## src/rtl/saturn_bus_arbiter.sv

```systemverilog
// Saturn nibble-bus sequencer/arbiter: shares the bus between instruction fetch and data memory.
// Optional PC shadow (skips LOAD_PC + address on sequential fetches): `SATURN_BUS_PC_TRACK_EN.
module saturn_bus_arbiter (
  input  logic        i_clk,
  input  logic        i_reset,
  input  logic        i_f_req,
  input  logic [19:0] i_f_addr,
  output logic        o_f_grant,
  output logic [3:0]  o_f_nibble,
  output logic        o_f_valid,
  input  logic        i_d_req,
  input  logic        i_d_we,
  input  logic [19:0] i_d_addr,
  input  logic [3:0]  i_d_len,
  input  logic [63:0] i_d_wdata,
  output logic        o_d_grant,
  output logic [63:0] o_d_rdata,
  output logic        o_d_done,
  input  logic [3:0]  i_bus_data,
  output logic [3:0]  o_bus_data,
  output logic        o_bus_strobe,
  output logic        o_bus_cmd_data
);

  // Bus command codes (def-buscmd.v)
  localparam logic [3:0] BusCmdPcRead  = 4'h2;
  localparam logic [3:0] BusCmdDpRead  = 4'h3;
  localparam logic [3:0] BusCmdDpWrite = 4'h5;
  localparam logic [3:0] BusCmdLoadPc  = 4'h6;
  localparam logic [3:0] BusCmdLoadDp  = 4'h7;

  typedef enum logic [2:0] {StIdle, StLoad, StAddr, StXfer, StData} state_e;

  state_e      state_q, state_d;
  logic [2:0]  acnt_q, acnt_d;
  logic [3:0]  nib_q, nib_d;
  logic [19:0] addr_q, addr_d;
  logic        data_own_q, data_own_d;
  logic        we_q, we_d;
  logic [3:0]  len_q, len_d;
  logic [63:0] wdata_q, wdata_d;

  logic [3:0]  bus_data_q, bus_data_d;
  logic        strobe_q, strobe_d;
  logic        cmd_data_q, cmd_data_d;
  logic        f_grant_q, f_grant_d;
  logic        d_grant_q, d_grant_d;
  logic [3:0]  f_nibble_q, f_nibble_d;
  logic        f_valid_q, f_valid_d;
  logic [63:0] d_rdata_q, d_rdata_d;
  logic        d_done_q, d_done_d;

  logic        pc_hit;
  logic        fetch_end;
  logic [3:0]  xfer_cmd;

  assign xfer_cmd = data_own_q ? (we_q ? BusCmdDpWrite : BusCmdDpRead) : BusCmdPcRead;

  // Outputs are registered, so each branch computes what the next cycle drives.
  always_comb begin
    state_d    = state_q;
    acnt_d     = acnt_q;
    nib_d      = nib_q;
    addr_d     = addr_q;
    data_own_d = data_own_q;
    we_d       = we_q;
    len_d      = len_q;
    wdata_d    = wdata_q;
    bus_data_d = 4'h0;
    strobe_d   = 1'b0;
    cmd_data_d = 1'b1;
    f_grant_d  = 1'b0;
    d_grant_d  = 1'b0;
    f_nibble_d = f_nibble_q;
    f_valid_d  = 1'b0;
    d_rdata_d  = d_rdata_q;
    d_done_d   = 1'b0;
    fetch_end  = 1'b0;

    unique case (state_q)
      StIdle: begin
        if (i_d_req) begin
          state_d    = StLoad;
          data_own_d = 1'b1;
          addr_d     = i_d_addr;
          we_d       = i_d_we;
          len_d      = i_d_len;
          wdata_d    = i_d_wdata;
          d_rdata_d  = '0;
          strobe_d   = 1'b1;
          cmd_data_d = 1'b0;
          bus_data_d = BusCmdLoadDp;
        end else if (i_f_req) begin
          data_own_d = 1'b0;
          addr_d     = i_f_addr;
          strobe_d   = 1'b1;
          cmd_data_d = 1'b0;
          if (pc_hit) begin
            state_d    = StXfer;
            bus_data_d = BusCmdPcRead;
          end else begin
            state_d    = StLoad;
            bus_data_d = BusCmdLoadPc;
          end
        end
      end
      StLoad: begin
        state_d    = StAddr;
        acnt_d     = 3'd0;
        strobe_d   = 1'b1;
        cmd_data_d = 1'b0;
        bus_data_d = addr_q[3:0];
      end
      StAddr: begin
        strobe_d   = 1'b1;
        cmd_data_d = 1'b0;
        if (acnt_q == 3'd4) begin
          state_d    = StXfer;
          bus_data_d = xfer_cmd;
        end else begin
          acnt_d     = acnt_q + 3'd1;
          bus_data_d = addr_q[{acnt_d, 2'b00} +: 4];
        end
      end
      StXfer: begin
        if (data_own_q || (i_f_req && !i_d_req)) begin
          state_d    = StData;
          nib_d      = 4'd0;
          strobe_d   = 1'b1;
          bus_data_d = (data_own_q && we_q) ? wdata_q[3:0] : 4'h0;
        end else begin
          state_d   = StIdle;
          fetch_end = 1'b1;
        end
      end
      StData: begin
        addr_d = addr_q + 20'd1;
        if (data_own_q) begin
          if (!we_q) d_rdata_d[{nib_q, 2'b00} +: 4] = i_bus_data;
          if (nib_q == len_q) begin
            state_d  = StIdle;
            d_done_d = 1'b1;
          end else begin
            nib_d      = nib_q + 4'd1;
            strobe_d   = 1'b1;
            bus_data_d = we_q ? wdata_q[{nib_d, 2'b00} +: 4] : 4'h0;
          end
        end else begin
          f_nibble_d = i_bus_data;
          f_valid_d  = 1'b1;
          if (i_f_req && !i_d_req) begin
            strobe_d = 1'b1;
          end else begin
            state_d   = StIdle;
            fetch_end = 1'b1;
          end
        end
      end
      default: state_d = StIdle;
    endcase

    // Every owned cycle strobes the bus, so grant follows the strobe.
    if (strobe_d) begin
      f_grant_d = ~data_own_d;
      d_grant_d = data_own_d;
    end
  end

  always_ff @(posedge i_clk) begin
    if (i_reset) begin
      state_q    <= StIdle;
      acnt_q     <= 3'd0;
      nib_q      <= 4'd0;
      addr_q     <= '0;
      data_own_q <= 1'b0;
      we_q       <= 1'b0;
      len_q      <= 4'd0;
      wdata_q    <= '0;
      bus_data_q <= 4'h0;
      strobe_q   <= 1'b0;
      cmd_data_q <= 1'b1;
      f_grant_q  <= 1'b0;
      d_grant_q  <= 1'b0;
      f_nibble_q <= 4'h0;
      f_valid_q  <= 1'b0;
      d_rdata_q  <= '0;
      d_done_q   <= 1'b0;
    end else begin
      state_q    <= state_d;
      acnt_q     <= acnt_d;
      nib_q      <= nib_d;
      addr_q     <= addr_d;
      data_own_q <= data_own_d;
      we_q       <= we_d;
      len_q      <= len_d;
      wdata_q    <= wdata_d;
      bus_data_q <= bus_data_d;
      strobe_q   <= strobe_d;
      cmd_data_q <= cmd_data_d;
      f_grant_q  <= f_grant_d;
      d_grant_q  <= d_grant_d;
      f_nibble_q <= f_nibble_d;
      f_valid_q  <= f_valid_d;
      d_rdata_q  <= d_rdata_d;
      d_done_q   <= d_done_d;
    end
  end

`ifdef SATURN_BUS_PC_TRACK_EN
  logic [19:0] pc_shadow_q;
  logic        pc_valid_q;

  assign pc_hit = pc_valid_q && (i_f_addr == pc_shadow_q);

  // addr_d already includes the nibble strobed in the final data cycle.
  always_ff @(posedge i_clk) begin
    if (i_reset) begin
      pc_valid_q  <= 1'b0;
      pc_shadow_q <= '0;
    end else if (fetch_end) begin
      pc_valid_q  <= 1'b1;
      pc_shadow_q <= addr_d;
    end
  end
`else
  logic unused_fetch_end;

  assign pc_hit           = 1'b0;
  assign unused_fetch_end = fetch_end;
`endif

  assign o_bus_data     = bus_data_q;
  assign o_bus_strobe   = strobe_q;
  assign o_bus_cmd_data = cmd_data_q;
  assign o_f_grant      = f_grant_q;
  assign o_d_grant      = d_grant_q;
  assign o_f_nibble     = f_nibble_q;
  assign o_f_valid      = f_valid_q;
  assign o_d_rdata      = d_rdata_q;
  assign o_d_done       = d_done_q;

endmodule

```

## config.mk

```make
export PLATFORM = sky130hd
export DESIGN_NAME = saturn_bus_arbiter
export DESIGN_NICKNAME = d
export VERILOG_FILES = /design/src/rtl/saturn_bus_arbiter.sv
export SDC_FILE = /design/constraint.sdc
export NUM_CORES = 1
export LEC_CHECK = 0
export CORE_MARGIN = 2
export CORE_UTILIZATION = 54
export DETAILED_ROUTE_END_ITERATION = 16
export HOLD_SLACK_MARGIN = 0.02
export PLACE_DENSITY = 0.92
export SYNTH_ARGS = -nofsm -noshare
export SYNTH_HDL_FRONTEND = slang
export SYNTH_SLANG_ARGS = --single-unit
```

## constraint.sdc

```tcl
create_clock -name i_clk -period 5.4 [get_ports i_clk]
set_input_delay 0.54 -clock i_clk [delete_from_list [all_inputs] [get_ports i_clk]]
set_output_delay 0.54 -clock i_clk [all_outputs]
set_load 0.01 [all_outputs]
```

## After elaboration in Yosys (flattened, before gate mapping)

Cells that the tools add are included.

- Output and inout port bits: 78
- Input port bits: 117
- Flip-flop bits (word level): 178

- Reductions and logical operators: 19
- Bitwise operators: 4
- Equal/unequal tests: 16
- Multiplexer cells: 48
- Shift-type cells: 4
- Add/sub/neg operators: 4

Operator list:

| operator | count |
|---|---|
| 2-to-1 mux 64 bit | 3 |
| case mux 64 bit (2 select lines) | 1 |
| bitwise mux 64 bit | 1 |
| variable shift 4 x 8 -> 64 bit, first input constant | 1 |
| variable part select 4 x 8 -> 64 bit | 1 |
| variable part select 64 x 7 -> 4 bit | 1 |
| 2-to-1 mux 20 bit | 2 |
| case mux 20 bit (2 select lines) | 1 |
| 2-to-1 mux 3 bit | 12 |
| 2-to-1 mux 4 bit | 9 |
| adder 20 x 1 -> 20 bit, second input constant | 1 |
| case mux 4 bit (5 select lines) | 1 |
| variable part select 20 x 6 -> 4 bit | 1 |
| case mux 3 bit (5 select lines) | 1 |
| != test 2 bit, second input constant | 7 |
| 2-to-1 mux 1 bit | 13 |
| AND reduction 4 bit | 3 |
| != test 3 bit, second input constant | 3 |
| negation 6 -> 8 bit | 1 |
| case mux 4 bit (2 select lines) | 1 |
| AND reduction 2 bit | 4 |
| equality test 3 x 2 -> 1 bit, second input constant | 2 |
| equality test 3 bit, second input constant | 2 |
| case mux 3 bit (2 select lines) | 1 |
| 14 further kinds | 22 |

## Logic depth before layout (Yosys ltp)

- Depth after elaboration: 7
- Depth in mapped cells: 12

## Worst setup path after synthesis

No wires, ideal clock.

- Path kind: register to register
- Start point: reg nib_q[0]
- End point: reg bus_data_q[2] (netlist: o_bus_data[2])
- Required time: 5.286 ns
- Arrival time: 2.632 ns
- Slack: 2.654 ns
- Cell stages (with the launch flop): 10
- Path through: dfxtp_1 -> buf_2 -> buf_2 -> inv_1 -> ha_1 -> buf_4 -> buf_4 -> mux4_2 -> mux4_2 -> a21o_1

- Cells in the longest elaborated chain, start to end: 6
- Elaborated cells between the ends (all ways): 7

Ends and longest elaborated chain:

| item | line | text |
|---|---|---|
| from (decl) | 36 | `logic [3:0] nib_q, nib_d;` |
| from (signal assigned) | 191 | `nib_q <= nib_d;` |
| adder 4 x 1 -> 4 bit | 144 | `nib_d = nib_q + 4'd1;` |
| variable part select 64 x 7 -> 4 bit | 146 | `bus_data_d = we_q ? wdata_q[{nib_d, 2'b00} +: 4] : 4'h0;` |
| 2-to-1 mux 4 bit | 146 |  |
| 2-to-1 mux 4 bit * | 140 | `if (nib_q == len_q) begin` |
| 2-to-1 mux 4 bit * | 138 | `if (data_own_q) begin` |
| case mux 4 bit (5 select lines) * | 80 | `unique case (state_q)` |
| to (signal assigned) | 197 | `bus_data_q <= bus_data_d;` |
| to (decl) | 43 | `logic [3:0] bus_data_q, bus_data_d;` |

Every way passes the cells marked *; elsewhere a longest branch is shown, timed or not.
A chain may end at the register's enable or synchronous reset.

## Worst setup path in the final report

- Start point: reg nib_q[1]
- End point: reg d_rdata_q[56] (netlist: o_d_rdata[56])

- Cells in the longest elaborated chain, start to end: 6
- Elaborated cells between the ends (all ways): 7

Ends and longest elaborated chain:

| item | line | text |
|---|---|---|
| negation 6 -> 8 bit * | 139 | `if (!we_q) d_rdata_d[{nib_q, 2'b00} +: 4] = i_bus_data;` |
| variable part select 4 x 8 -> 64 bit / variable shift 4 x 8 -> 64 bit (equally long branches) | 139 |  |
| bitwise mux 64 bit * | 139 |  |
| 2-to-1 mux 64 bit * | 139 |  |
| 2-to-1 mux 64 bit * | 138 |  |
| case mux 64 bit (2 select lines) * | 80 |  |
| to (signal assigned) | 204 | `d_rdata_q <= d_rdata_d;` |
| to (decl) | 50 | `logic [63:0] d_rdata_q, d_rdata_d;` |

Every way passes the cells marked *; elsewhere a longest branch is shown, timed or not. The select of a mux whose other input is x is not followed.

==> impl_table.tex <==
\begin{tabular}{lr}
\hline
Metric & Value \\
\hline
\multicolumn{2}{l}{\textbf{GRT}} \\
\quad Initial antenna violation count & 0 \\
\quad Wire length of the first global-routing pass & 36.9 mm \\
\quad Global route overflow & 0 \\
\quad Maximum number of pins on one net before global-route repair & slightly below 80 \\
\quad Vias in the first global route & 7391 \\
\quad Overall fraction of global-route tracks in use & between 20\% and 30\% \\
\multicolumn{2}{l}{\textbf{STA}} \\
\quad Slack of the critical path & between 2 and 2.5 ns \\
\quad Final setup violation count & 0 \\
\quad Worst slew slack as a fraction of its limit & between 10 and 15\% \\
\quad Setup repair after global routing missed its margin & false \\
\quad Worst Clk Skew & roughly 0.011 ns \\
\quad Number of hold violations in the final report & 0 \\
\quad Total negative setup slack & 0 ns \\
\quad Tightest hold margin & roughly 0.46 ns \\
\quad Maximum clock frequency & a little under 300 MHz \\
\quad Count of final max-slew check failures & 0 \\
\quad Final cycle utilization of the critical path & 62.6\% \\
\quad Slew at the pin closest to its max-slew limit & 1.28 ns \\
\quad Final min period & approximately 3.4 ns \\
\multicolumn{2}{l}{\textbf{Synth}} \\
\quad Share of the yosys chip area belonging to registers & a little over two fifths \\
\quad Synth unique cells & 66 \\
\quad Cell type with the highest aggregate area in the netlist & sky130\_fd\_sc\_hd\_\_dfxtp\_1 \\
\quad Net Count, Synth & approximately 1100 \\
\quad Synthesized area divided by synthesized cell count & 8.66 um\^{}2 \\
\quad Warning count from the yosys run & 0 \\
\quad Top flip-flop cell by instance count after synthesis & sky130\_fd\_sc\_hd\_\_dfxtp\_1 \\
\quad Synthesized netlist cell count & 940 \\
\quad Mapped cell area & 8140 um\^{}2 \\
\quad Top area cells in the synthesized netlist & sky130\_fd\_sc\_hd\_\_dfxtp\_1, sky130\_fd\_sc\_hd\_\_nand2\_1, sky130\_fd\_sc\_hd\_\_a21oi\_1 \\
\quad Area share of the leading cell type in the synthesized netlist & between 40\% and 50\% \\
\quad Yosys reg bits & 178 \\
\quad Number of flops mapped to enable cells by yosys & 0 \\
\quad Fraction of synthesis flops using an asynchronous set or reset pin & 0\% \\
\multicolumn{2}{l}{\textbf{CTS}} \\
\quad Clock sinks & roughly 180 \\
\quad Clock insertion delay at the later pin of the skew report & 0.44 ns \\
\quad CTS HTree Levels & 4 \\
\quad Root buffer cell & sky130\_fd\_sc\_hd\_\_clkbuf\_16 \\
\quad Number of buffers inserted during clock tree synthesis & 17 \\
\quad CTS resizes & 0 \\
\quad Clock tree from TritonCTS & yes \\
\quad Post CTS Setup Buffer Count & 0 \\
\quad Worst-path clk slew & about 0.060 ns \\
\quad Number of buffers inserted by hold repair at cts & 0 \\
\quad Clock buffer depth & 2 \\
\multicolumn{2}{l}{\textbf{Power}} \\
\quad Power dissipated by switching net loads & $\sim$1.5 mW \\
\quad Combinational Power Share & between 20\% and 30\% \\
\quad Cell-internal power & between 2 and 3 mW \\
\quad Maximum resistive drop on vdd & between 0.3 and 0.4 mV \\
\quad Switching power share of the total & 34.9\% \\
\quad Sequential share of power & a little over two fifths \\
\quad Static Leak & between 3 and 4 nW \\
\quad P per Cell Area & a little under 400 nW/um\^{}2 \\
\quad Sum of internal, switching and leakage power & between 4 and 5 mW \\
\quad Clock share of power & 28.6\% \\
\multicolumn{2}{l}{\textbf{Worst setup path}} \\
\quad Max stage delay on crit path & between 1 and 1.5 ns \\
\quad Data arrival, critical path & roughly 3.7 ns \\
\quad Crit path max-delay cell type & sky130\_fd\_sc\_hd\_\_ha\_1 \\
\quad Maximum fanout along the worst path & 26 \\
\quad Critical path class & register to register \\
\quad Kind of end point of the critical path & register \\
\quad Cell breakdown of the critical path & inv\_1 > ha\_1 > nand3b\_1 > a21oi\_1 > o21ai\_0 > a22oi\_1 > nor2\_1 \\
\quad Type of origin of the critical path & register \\
\quad Required time of the critical path & 5.69 ns \\
\multicolumn{2}{l}{\textbf{Detailed routing}} \\
\quad Drt initial violations & between 800 and 900 \\
\quad Routed Antenna Nets & 0 \\
\quad Top routing layer in use & met4 \\
\quad Total length of routed met2 wires & $\sim$11 mm \\
\quad Drt total wl & 23.3 mm \\
\quad Detailed-route DRC error count & 0 \\
\quad Metal3 WL & 2.13 mm \\
\quad DR vias/cell & around 6.1 \\
\quad Vias & 7844 \\
\quad Number of search-and-repair iterations in the first detailed-routing pass & 5 \\
\quad Routed wire length per instance & about 18 um \\
\quad Met1 layer wirelength in the final routing & between 9 and 10 mm \\
\multicolumn{2}{l}{\textbf{Final layout}} \\
\quad Filler cell count in the final layout & slightly above 1000 \\
\quad Signed area change from the synthesized netlist to the final layout & 30.8\% \\
\quad Storage element area & about 3600 um\^{}2 \\
\quad Share of cells above drive strength 1 & 6.54\% \\
\quad Area used by multi-input combinational logic & approximately 4200 um\^{}2 \\
\quad Number of antenna repair diodes & 0 \\
\quad Fin nets & $\sim$1200 \\
\quad Final core utilization & just over 70\% \\
\multicolumn{2}{l}{\textbf{Floorplanning}} \\
\quad Placement row count & 44 \\
\quad DIE WIDTH & approximately 130 um \\
\quad Die boundary height & 127 um \\
\quad IO Count & $\sim$200 \\
\quad DIE AREA & between 15000 and 20000 um\^{}2 \\
\quad Area of the placeable core & approximately 15000 um\^{}2 \\
\quad Starting density of the core & 55.6\% \\
\multicolumn{2}{l}{\textbf{Worst hold path}} \\
\quad Path category of the worst min-delay check & register to register \\
\multicolumn{2}{l}{\textbf{Status}} \\
\quad Status & finished, final reports clean \\
\multicolumn{2}{l}{\textbf{Placement}} \\
\quad Last weighted congestion value of the routability-driven placer & approximately 0.9 \\
\quad HPWL Detailed & 16.0 mm \\
\quad Port Buffer Count & a little under 200 \\
\quad Worst slack at placement & a little over 2 ns \\
\multicolumn{2}{l}{\textbf{Run}} \\
\quad Count of max-cap constraint violations & 0 \\
\hline
\end{tabular}
cells in the mapped netlist (2+ instances only):
cell / instances
sky130_fd_sc_hd__mux2_2: 7
sky130_fd_sc_hd__nor4_1: 3
sky130_fd_sc_hd__ha_1: 6
sky130_fd_sc_hd__o21ai_0: 33
sky130_fd_sc_hd__nand3_1: 12
sky130_fd_sc_hd__buf_2: 10
sky130_fd_sc_hd__mux2i_1: 28
sky130_fd_sc_hd__a22oi_1: 17
sky130_fd_sc_hd__mux4_2: 20
sky130_fd_sc_hd__o21a_1: 2
sky130_fd_sc_hd__o2bb2ai_1: 15
sky130_fd_sc_hd__o211ai_1: 4
sky130_fd_sc_hd__nor2_1: 55
sky130_fd_sc_hd__o32ai_1: 8
sky130_fd_sc_hd__and3_1: 4
sky130_fd_sc_hd__a211oi_1: 8
sky130_fd_sc_hd__o32a_1: 2
sky130_fd_sc_hd__nand2_1: 183
sky130_fd_sc_hd__buf_1: 4
sky130_fd_sc_hd__a21o_1: 3
sky130_fd_sc_hd__a21oi_1: 110
sky130_fd_sc_hd__and2_1: 10
sky130_fd_sc_hd__inv_1: 26
sky130_fd_sc_hd__nand4_1: 8
sky130_fd_sc_hd__a221oi_1: 4
sky130_fd_sc_hd__dfxtp_1: 178
sky130_fd_sc_hd__nand3b_1: 5
sky130_fd_sc_hd__nor3_1: 17
sky130_fd_sc_hd__or4_1: 2
sky130_fd_sc_hd__o31ai_1: 5
sky130_fd_sc_hd__nand2b_1: 5
sky130_fd_sc_hd__nor2b_1: 5
sky130_fd_sc_hd__or3_1: 7
sky130_fd_sc_hd__a2111oi_0: 5
sky130_fd_sc_hd__xnor2_1: 9
sky130_fd_sc_hd__a22o_1: 25
sky130_fd_sc_hd__nor3b_1: 3
sky130_fd_sc_hd__a31oi_1: 6
sky130_fd_sc_hd__xor2_1: 3
sky130_fd_sc_hd__buf_4: 2
sky130_fd_sc_hd__clkbuf_1: 54
sky130_fd_sc_hd__o31a_1: 3
placed cells by master (no fill, tap or decap), types with 6 or more instances in the layout:
cell type,count
sky130_fd_sc_hd__a21oi_1,110
sky130_fd_sc_hd__dfxtp_1,178
sky130_fd_sc_hd__nand4_1,8
sky130_fd_sc_hd__a31oi_1,6
sky130_fd_sc_hd__mux2i_1,28
sky130_fd_sc_hd__nor3_1,17
sky130_fd_sc_hd__nand3_1,12
sky130_fd_sc_hd__xnor2_1,9
sky130_fd_sc_hd__clkbuf_16,17
sky130_fd_sc_hd__o21ai_0,33
sky130_fd_sc_hd__inv_1,26
sky130_fd_sc_hd__o2bb2ai_1,15
sky130_fd_sc_hd__a22oi_1,17
sky130_fd_sc_hd__o32ai_1,8
sky130_fd_sc_hd__nand2_1,182
sky130_fd_sc_hd__ha_1,6
sky130_fd_sc_hd__a211oi_1,8
sky130_fd_sc_hd__a22o_1,25
sky130_fd_sc_hd__nor2_1,55
sky130_fd_sc_hd__and2_1,9
sky130_fd_sc_hd__mux2_2,7
sky130_fd_sc_hd__buf_4,8
sky130_fd_sc_hd__mux4_2,20
sky130_fd_sc_hd__clkdlybuf4s50_1,193
sky130_fd_sc_hd__or3_1,7
metrics by stage:
stage | cells | area (um^2)
detailed placement | 1254 | 10100
global route | 1285 | 10600
global placement | 1254 | 10100
floorplan | 940 | 8140
CTS | 1285 | 10600
finish | 1285 | 10600
worst paths after layout:
check                  endpoint  cells after the start  slack (ns)   startpoint
hold reg to reg     wdata_q[46]                      2        0.46  wdata_q[46]
setup / recovery  o_d_rdata[56]                      7        2.02     nib_q[1]
hold / removal      wdata_q[46]                      2        0.46  wdata_q[46]
setup reg to reg  o_d_rdata[56]                      7        2.02     nib_q[1]
cell families (layout without fill, tap and decap cells):
| kind of cell | Yosys count | after routing | share of synthesized area [%] |
|---|---|---|---|
| AO/OA/AOI/OAI | 261 | 261 | 20.8 |
| flip-flops | 178 | 178 | 43.8 |
| multiplexers | 56 | 56 | 10.1 |
| XOR/XNOR | 12 | 12 | 1.29 |
| buffers and inverters | 97 | 258 | 4.73 |
| AND/OR/NAND/NOR | 330 | 330 | 18.4 |
| adder cells (fa/ha/maj) | 6 | 6 | 0.922 |
registers in the layout, summed over array words and instances, names as in the netlist:
name	flops
o_d_done	1
o_bus_strobe	1
o_bus_cmd_data	1
o_d_rdata	64
o_f_grant	1
o_d_grant	1
state_q	3
len_q	4
o_bus_data	4
nib_q	4
o_f_nibble	4
wdata_q	64
addr_q	20
data_own_q	1
acnt_q	3
we_q	1
o_f_valid	1
critical path: cells and delay by family, from the launching register on:
family	cells	cell delay (ns)
adder cells (fa/ha/maj)	1	1.16
AO/OA/AOI/OAI	3	0.98
flip-flops	1	0.54
AND/OR/NAND/NOR	2	0.39
buffers and inverters	1	0.14
power by group through the flow:
stage               Clock, mW  Sequential [mW]  Combinational (mW)
finish                   1.21             1.77                1.24
CTS                      1.22             1.76                1.23
detailed placement          0             1.79                1.21
floorplan                   0             1.68               0.910
global placement            0             1.78                1.17
global route             1.27             1.79                1.37
final cells by class:
class / instances / share of cell area [%]
tap: 184 / 2.16
clock inverter: 8 / 0.975
inverter: 26 / 0.916
sequential: 178 / 33.5
clock buffer: 23 / 4.39
timing repair buffer: 201 / 18.7
multi-input combinational: 665 / 39.4
per-layer routing:
layer  vias to the layer above  GRT usage [%]
li1                       3658              -
met1                      3686           36.9
met4                         0           14.3
met2                       435           45.6
met3                        65           6.33
met5                         -              0
(Power assumes the default switching activity.)
